==> src/rtl/frankie_pkg.sv <==
// Shared definitions for the Frankie fetch path: PC source encodings,
// RA source selects, IR field positions and default widths.
package frankie_pkg;

    localparam int DEFAULT_DATA_W = 16;
    localparam int DEFAULT_IMM_W  = 10;

    // IR field positions
    localparam int OPC_MSB  = 15;
    localparam int OPC_LSB  = 11;
    localparam int FLAG_BIT = 10;

    // Next-PC select driven by the control unit
    typedef enum logic [2:0] {
        PC_INC     = 3'b000,  // sequential fetch
        PC_REL     = 3'b001,  // jimm@, jfnc@
        PC_ABS     = 3'b010,  // jimm, jfnc
        PC_RA      = 3'b011,  // jret
        PC_ACC     = 3'b100,  // jacc
        PC_ACC_REL = 3'b101,  // jacc@
        PC_CMP_ABS = 3'b110,  // jcmp
        PC_CMP_REL = 3'b111   // jcmp@
    } pc_src_e;

    // RA load source
    localparam logic RA_SRC_MEM = 1'b0;
    localparam logic RA_SRC_PC  = 1'b1;

endpackage

==> src/rtl/pc_next_mux.sv <==
// Combinational next-PC selection. Also reports whether the selected
// value is a real redirect (non-sequential and not a failed compare).
module pc_next_mux
    import frankie_pkg::*;
#(
    parameter int DATA_W = DEFAULT_DATA_W,
    parameter int IMM_W  = DEFAULT_IMM_W
) (
    input  logic [DATA_W-1:0] pc,
    input  pc_src_e           pc_src,
    input  logic [IMM_W-1:0]  imm,
    input  logic [DATA_W-1:0] mary,
    input  logic [DATA_W-1:0] ra,
    input  logic              comp,
    output logic [DATA_W-1:0] next_pc,
    output logic              taken
);

    logic [DATA_W-1:0] pc_inc;
    logic [DATA_W-1:0] imm_sext;
    logic [DATA_W-1:0] imm_zext;
    logic              cmp_fail;

    assign pc_inc   = pc + DATA_W'(1);
    assign imm_sext = {{(DATA_W-IMM_W){imm[IMM_W-1]}}, imm};
    assign imm_zext = {{(DATA_W-IMM_W){1'b0}}, imm};

    // Select the candidate PC; additions wrap silently at DATA_W bits.
    always_comb begin
        // NOTE: every always_comb output gets a default first so no path can infer a latch.
        next_pc  = pc_inc;
        cmp_fail = 1'b0;
        case (pc_src)
            PC_INC:     next_pc = pc_inc;
            PC_REL:     next_pc = pc + imm_sext;
            PC_ABS:     next_pc = imm_zext;
            PC_RA:      next_pc = ra;
            PC_ACC:     next_pc = mary;
            PC_ACC_REL: next_pc = pc + mary;
            PC_CMP_ABS: begin
                next_pc  = comp ? imm_zext : pc;
                cmp_fail = !comp;
            end
            PC_CMP_REL: begin
                next_pc  = comp ? (pc + imm_sext) : pc;
                cmp_fail = !comp;
            end
            default:    next_pc = pc_inc;
        endcase
    end

    // A failed compare holds pc, which differs from pc+1 but is not a jump.
    assign taken = (pc_src != PC_INC) && !cmp_fail && (next_pc != pc_inc);

endmodule

==> src/rtl/fetch_unit.sv <==
// Frankie fetch unit: PC, IR, RA and Comp registers plus IR decode.
// Optional macro FETCH_TRACE_EN adds a saturating jump_count output.
module fetch_unit
    import frankie_pkg::*;
#(
    parameter int                DATA_W   = DEFAULT_DATA_W,
    parameter int                IMM_W    = DEFAULT_IMM_W,
    parameter logic [DATA_W-1:0] RESET_PC = '0
) (
    input  logic              CLK,
    input  logic              Reset,
    input  logic              PCWrite,
    input  logic [2:0]        PCSrc,
    input  logic              InstWrite,
    input  logic              RAWrite,
    input  logic              RASrc,
    input  logic              CompWrite,
    input  logic [DATA_W-1:0] mem_rdata,
    input  logic [DATA_W-1:0] alu_result,
    input  logic [DATA_W-1:0] mary,
    input  logic [DATA_W-1:0] shelley,
    output logic [DATA_W-1:0] pc,
    output logic [DATA_W-1:0] ra,
    output logic              comp,
    output logic [4:0]        OPCODE,
    output logic              flagbit,
    output logic [IMM_W-1:0]  imm,
    output logic [DATA_W-1:0] imm_sext,
    output logic              jump_taken
`ifdef FETCH_TRACE_EN
    ,
    output logic [15:0]       jump_count
`endif
);

    logic [DATA_W-1:0] ir;
    logic [DATA_W-1:0] next_pc;
    logic              taken;

    // Shelley and the upper ALU bits are not needed by the fetch path.
    logic unused_inputs;
    assign unused_inputs = ^{shelley, alu_result[DATA_W-1:1]};

    pc_next_mux #(
        .DATA_W (DATA_W),
        .IMM_W  (IMM_W)
    ) u_pc_next_mux (
        .pc      (pc),
        .pc_src  (pc_src_e'(PCSrc)),
        .imm     (imm),
        .mary    (mary),
        .ra      (ra),
        .comp    (comp),
        .next_pc (next_pc),
        .taken   (taken)
    );

    // PC register and registered jump indicator.
    always_ff @(posedge CLK) begin
        // NOTE: sequential state uses non-blocking assignments so every register samples pre-edge values.
        if (Reset) begin
            pc         <= RESET_PC;
            jump_taken <= 1'b0;
        end else begin
            if (PCWrite) pc <= next_pc;
            jump_taken <= PCWrite && taken;
        end
    end

    // Instruction register, loaded in the Decode cycle.
    always_ff @(posedge CLK) begin
        if (Reset)          ir <= '0;
        else if (InstWrite) ir <= mem_rdata;
    end

    // Return address; pc here is the pre-jump value when jfnc also writes PC.
    always_ff @(posedge CLK) begin
        if (Reset)        ra <= '0;
        else if (RAWrite) ra <= (RASrc == RA_SRC_PC) ? pc : mem_rdata;
    end

    // Comparison flag; a same-cycle jcmp sees the old value.
    always_ff @(posedge CLK) begin
        if (Reset)          comp <= 1'b0;
        else if (CompWrite) comp <= alu_result[0];
    end

    // Decode fields are the only outputs combinational from registers' contents.
    assign OPCODE   = ir[OPC_MSB:OPC_LSB];
    assign flagbit  = ir[FLAG_BIT];
    assign imm      = ir[IMM_W-1:0];
    assign imm_sext = {{(DATA_W-IMM_W){imm[IMM_W-1]}}, imm};

`ifdef FETCH_TRACE_EN
    // Count taken jumps in step with jump_taken, saturating at all-ones.
    always_ff @(posedge CLK) begin
        if (Reset)
            jump_count <= '0;
        else if (PCWrite && taken && (jump_count != 16'hFFFF))
            jump_count <= jump_count + 16'd1;
    end
`endif

endmodule

==> config.mk <==
export PLATFORM = sky130hd
export DESIGN_NAME = fetch_unit
export DESIGN_NICKNAME = d
export VERILOG_FILES = /design/src/rtl/frankie_pkg.sv /design/src/rtl/pc_next_mux.sv /design/src/rtl/fetch_unit.sv
export SDC_FILE = /design/constraint.sdc
export NUM_CORES = 1
export LEC_CHECK = 0
export BUFFER_PORTS_ARGS = -buffer_cell sky130_fd_sc_hd__buf_2
export CAP_MARGIN = 20
export CORE_MARGIN = 8
export CORE_UTILIZATION = 50
export DETAILED_ROUTE_END_ITERATION = 16
export PLACE_DENSITY_LB_ADDON = 0.05
export SLEW_MARGIN = 20
export SYNTH_ARGS = -nofsm -noshare
export SYNTH_HDL_FRONTEND = slang
export SYNTH_HIERARCHICAL = 1
export SYNTH_SLANG_ARGS = --single-unit
==> constraint.sdc <==
create_clock -name CLK -period 8.8 [get_ports CLK]
set_clock_uncertainty 0.15 [all_clocks]
set_input_delay 0.88 -clock CLK [delete_from_list [all_inputs] [get_ports CLK]]
set_output_delay 0.88 -clock CLK [all_outputs]
set_load 0.005 [all_outputs]
* After elaboration in Yosys (flattened, before gate mapping)
Index checks and enable logic that the tools add are counted. W data, S select, Z words.
Cells by class: equal/unequal tests 8, reduce and logical (&&, ||, !) cells 8, add/sub/neg operators 3, multiplexer cells 5
Operators with widths (count):
- $pmux W16 S8 | 1
- $mux W16 | 3
- $add A16 B16 Y16 | 2
- $add A16 B1 Y16 const B | 1
- $ne A16 B16 Y1 | 1
- $eq A3 B3 Y1 const B | 4
- $eq A3 B2 Y1 const B | 2
- $eq A3 B1 Y1 const B | 1
- $logic_and A1 B1 Y1 | 3
- $logic_not A3 Y1 | 1
- $reduce_bool A3 Y1 | 1
- $logic_not A1 Y1 | 2
- $reduce_or A2 Y1 | 1
- $mux W1 | 1
Storage, ports and cells: logic and storage cells 29, output and inout bits 66, register bits 50, input port bits 74

* Depth between registers and ports, before layout
depth after elaboration 7, mapped depth 15, gate-level depth less buffers 15

* Hierarchy
Netlist, hierarchy kept.
Modules (own cells, without submodules):
- pc_next_mux | instances 1, cells an instance 392, area an instance 2832.7 um2
- fetch_unit | instances 1, cells an instance 197, area an instance 2020.7 um2

* Worst setup path before layout
No wires, ideal clock.
path type input port to flip-flop, start point input port mary[0], end point register jump_taken, stages on the path 15, setup slack 4.830 ns, setup time 0.128 ns, arrival time 3.692 ns, buffers on the path 0, cell sequence ha_1 > fa_1 > a21o_1 > a221oi_2 > a21oi_1 > xor2_1 > a221oi_2 > mux2i_1 > a31oi_1 > o21ai_0 > or4_1 > nor4_1 > a211oi_1 > nand2_1 > nor2_1
Between the ends: word-level cells in the longest chain between the ends 5
RTL lines:
- from (decl) | RTL line fetch_unit.sv:20 | input logic [DATA_W-1:0] mary,
- $add A16 B16 Y16 | RTL line pc_next_mux.sv:39 | PC_ACC_REL: next_pc = pc + mary;
- $pmux W16 S8 (*) | RTL line pc_next_mux.sv:33 | case (pc_src)
- $ne A16 B16 Y1 (*) | RTL line pc_next_mux.sv:53 | assign taken = (pc_src != PC_INC) && !cmp_fail && (next_pc != pc_inc);
- $logic_and A1 B1 Y1 (*) | RTL line pc_next_mux.sv:53
- net taken | RTL line fetch_unit.sv:38 | logic taken;
- $logic_and A1 B1 Y1 (*) | RTL line fetch_unit.sv:66 | jump_taken <= PCWrite && taken;
- to (signal assigned) | RTL line fetch_unit.sv:66
- to (decl) | RTL line fetch_unit.sv:29 | output logic jump_taken
Mark *: on every way through the listed nets, which the timed path passes. The rest lies on a longest branch. A chain may end at the register's enable or synchronous reset.

* Worst setup path after layout
Same ends and word-level chain as after synthesis.

==> out/results.txt <==
The run finished with clean final reports. Across the VDD grid, the largest voltage drop is 0.0631 mV. The logs give 24.7% for the share of power burned in the clock network and 0.925 for the final weighted congestion in routability-driven placement.

Slew of the pin with the lowest slew margin: 957 ps. The buffer count from post-CTS setup fixing came out at 0. Flop-to-flop setup slack: 4510 ps.

The path class of the tightest hold or removal check is reg2reg. The standard-cell row count was 36. Summing every instance area after synthesis gives 4850 µm². The ratio of total power to cell area is 129 nW/µm². After routing the design area is 5370 µm². Of all nets on the critical path, the largest fanout is 3. The post-synthesis instance total is 589, and the initial core utilization is 50.6%. Setup violations remaining at the end of the flow were counted as 0.

Entering global routing, the biggest net connects 51 pins. The count of unique library cells instantiated by Yosys is 75, and the share of cells above drive strength 1 is 22.2%. The wire-length estimate of the detail-placed layout is 12100 µm. Counting every net in the synthesized netlist gives 696.

The data required time at the worst endpoint was 8830 ps. The vertical die dimension is 115 µm, and the area growth from synthesis to layout is 10.7%. The clock root buffer is clkbuf_8. Iteration-0 DRC count of the detailed router: 445. The commonest register cell after synthesis was dfxtp_1. Across the run, the number of max-cap violations was 0.

After detailed routing, the average wire length per cell comes to 19.8 µm. After detailed routing, the met2 layer carries 7000 µm of wire. The number of pins exceeding their max-slew limit in the final report is 0. The initial antenna violation count was 0; the floorplan core area was 9590 µm².

For the final routed database, the setup TNS stands at 0 ps. Reported leakage power: 2.56 nW. The routed layout has 4790 vias. Summed over all layers, the global routing overflow is 0. The wire length of the first global-routing pass was 24900 µm; the full die area was 13100 µm². In this run the tightest slew margin relative to its limit is 36.2%.

The post-layout minimum cycle time came out at 4480 ps. The run gives 1200 µm as the wire length on met3. For the clock latency reported for the late side of the worst-skew pair, the log shows 320 ps. For this design, the sink count on the clock tree is 50. The share of synthesized area occupied by flip-flops and latches is 20.6%. Routed signal wires occupy layers up through met4. The sequential share of power is 39.6%, and the via count of the first global-routing pass is 4624.

In this run the count of I/O pins placed on the die edge is 140. Post-CTS repair changed the size of 0 cells. The count of nets left with antenna violations once routing finished came out at 0. For the largest buffer count on any clock path, the log shows 2. Combinational cells account for 35.7% of the total power. Of all flip-flops after synthesis, the portion carrying an async set or reset was 0%. After the last flow step, the layout net total stands at 767. The met1 wire length is 7410 µm, and the synthesized area per cell is 8.24 µm². The synthesized design contains 50 register bits. Number of buffers created by CTS: 5. The Yosys step of the flow raised 6 warnings. The first TritonRoute pass finished after 5 iterations. The worst path uses 50.9% of the clock period. STA classifies the critical path endpoint as a register. Arrival time reported for the critical path endpoint: 4510 ps. Setup repair after global routing left no endpoint under its margin. The H-tree was split into 2 levels.

For this run, design rule violations remaining after detail routing come to 0. The logs give 15700 µm for the total detailed-routing wirelength and 0 for the number of diodes. The design internal power was 0.437 mW.

The startpoint type of the worst setup path is an input port. In the routed layout, each cell is associated on average with a via count of 6.03. The count of buffers from port buffering is 108. The die is 115 µm wide. The post-place instance area came out at 5260 µm². Derived from the worst setup path, the maximum achievable clock frequency is 223 MHz.

The final-report hold violation count is 0, and the hold buffer count at cts is 0. For the overall fraction of global-route tracks in use, the log shows 23.9%. Cells fill 56.0% of the core in the end. TritonCTS built the clock tree. Summed over all nets, the switching power comes to 0.258 mW. The critical path is of the in2reg type.

Clock-pin slew was measured on the worst setup and hold paths at 110 ps. Net switching is 37.1% of the power. The number of flops mapped to enable cells by yosys was 0. The completed layout was analyzed and its total power is 0.695 mW.
-- critical path, stage by stage --
cell      delay (ps)
buf_2            110
ha_1             230
fa_1             430
a21o_1           220
a221oi_2         380
a21oi_1          170
xor2_1           200
a221oi_2         360
mux2i_1          140
a31oi_1          140
o21ai_0          110
or4_1            420
nor4_1           430
a211oi_1         150
nand2_1          100
nor2_1            40
-- synth_stat cells (8+ instances only) --
cell,n,share of area [%]
a211oi_1,22,3.4
dfxtp_1,50,21
a21o_1,10,1.5
nand2_1,35,2.7
mux2i_1,60,12
o21ai_0,21,2.2
buf_4,22,3.4
a21oi_1,45,4.6
clkbuf_1,11,0.85
nor2_1,80,6.2
nand3_1,15,1.5
xnor2_1,29,5.2
a22oi_1,8,1.2
ha_1,31,8.0
xor2_1,18,3.2
inv_1,11,0.85
-- cells by family (layout without fill, tap and decap cells) --
family | after synthesis | in the layout | synth area share, %
and+or+nand+nor | 167 | 167 | 15.8
adders and majority gates | 34 | 34 | 9.02
DFF | 50 | 50 | 20.6
xor gates and xnor gates | 48 | 48 | 8.95
AOI/OAI and AO/OA | 167 | 167 | 24.8
muxes | 64 | 64 | 13.3
buffers and inverters | 59 | 131 | 7.48
-- state kept, by name, summed over array words and instances (netlist names) --
register	flops
ra	16
pc	16
comp	1
jump_taken	1
ir	16
-- cell type report --
type                    instances  area, µm²
fillers                       953       4220
multi-input cells             480       3490
flip-flops and latches         50       1000
repair buffers                110        556
well taps                     133        166
clock buffers                   6       72.6
inverters                      13       48.8
clock inverters                 2       37.5
-- placed cells by master (no fill, tap or decap), types with 4 or more instances in the layout --
| cell | netlist | layout |
|---|---|---|
| nand3_1 | 15 | 15 |
| a211oi_1 | 22 | 22 |
| o221ai_1 | 5 | 5 |
| mux2i_1 | 60 | 60 |
| nor3b_1 | 4 | 4 |
| a31oi_1 | 7 | 7 |
| a22oi_1 | 8 | 8 |
| xor2_1 | 18 | 18 |
| nor3_1 | 7 | 7 |
| nand2_1 | 35 | 35 |
| inv_1 | 11 | 11 |
| ha_1 | 31 | 31 |
| a221oi_2 | 6 | 6 |
| and3_1 | 4 | 4 |
| xnor2_1 | 29 | 29 |
| mux2_2 | 4 | 4 |
| nor2_1 | 80 | 80 |
| buf_2 | 7 | 108 |
| a21oi_1 | 45 | 45 |
| a21o_1 | 10 | 10 |
| dfxtp_1 | 50 | 50 |
| o21ai_0 | 21 | 21 |
| clkbuf_8 | 1 | 5 |
-- final timing paths --
path                            cells past startpoint     from    endpoint
worst max-delay path                               16  mary[0]  jump_taken
worst min-delay path                                2   ir[11]      ir[11]
worst max register to register                     15    pc[0]  jump_taken
worst min register to register                      2   ir[11]      ir[11]
-- power by group through the flow --
stage / registers, mW / logic (mW) / clock network [mW]
global route: 0.278 / 0.272 / 0.184
global placement: 0.279 / 0.241 / 0
floorplan: 0.268 / 0.185 / 0
detailed placement: 0.279 / 0.244 / 0
finish: 0.275 / 0.248 / 0.172
CTS: 0.274 / 0.246 / 0.175
-- per-layer routing --
metal  global-route usage [%]  vias to the layer above
li1                         -                     2309
met1                     33.6                     2264
met2                     37.0                      210
met3                     4.54                        7
met4                     4.26                        0
met5                        0                        -
-- through the flow --
step | instances | hold slack, ps | setup slack, ps
after floorplan | 589 | 335 | 4830
after global placement | 786 | 322 | 4110
after detailed placement | 786 | 328 | 4120
after CTS | 794 | 355 | 4430
after global routing | 794 | 382 | 4220
final | 794 | 349 | 4320
Note: power is estimated with default switching activity, not from simulation.
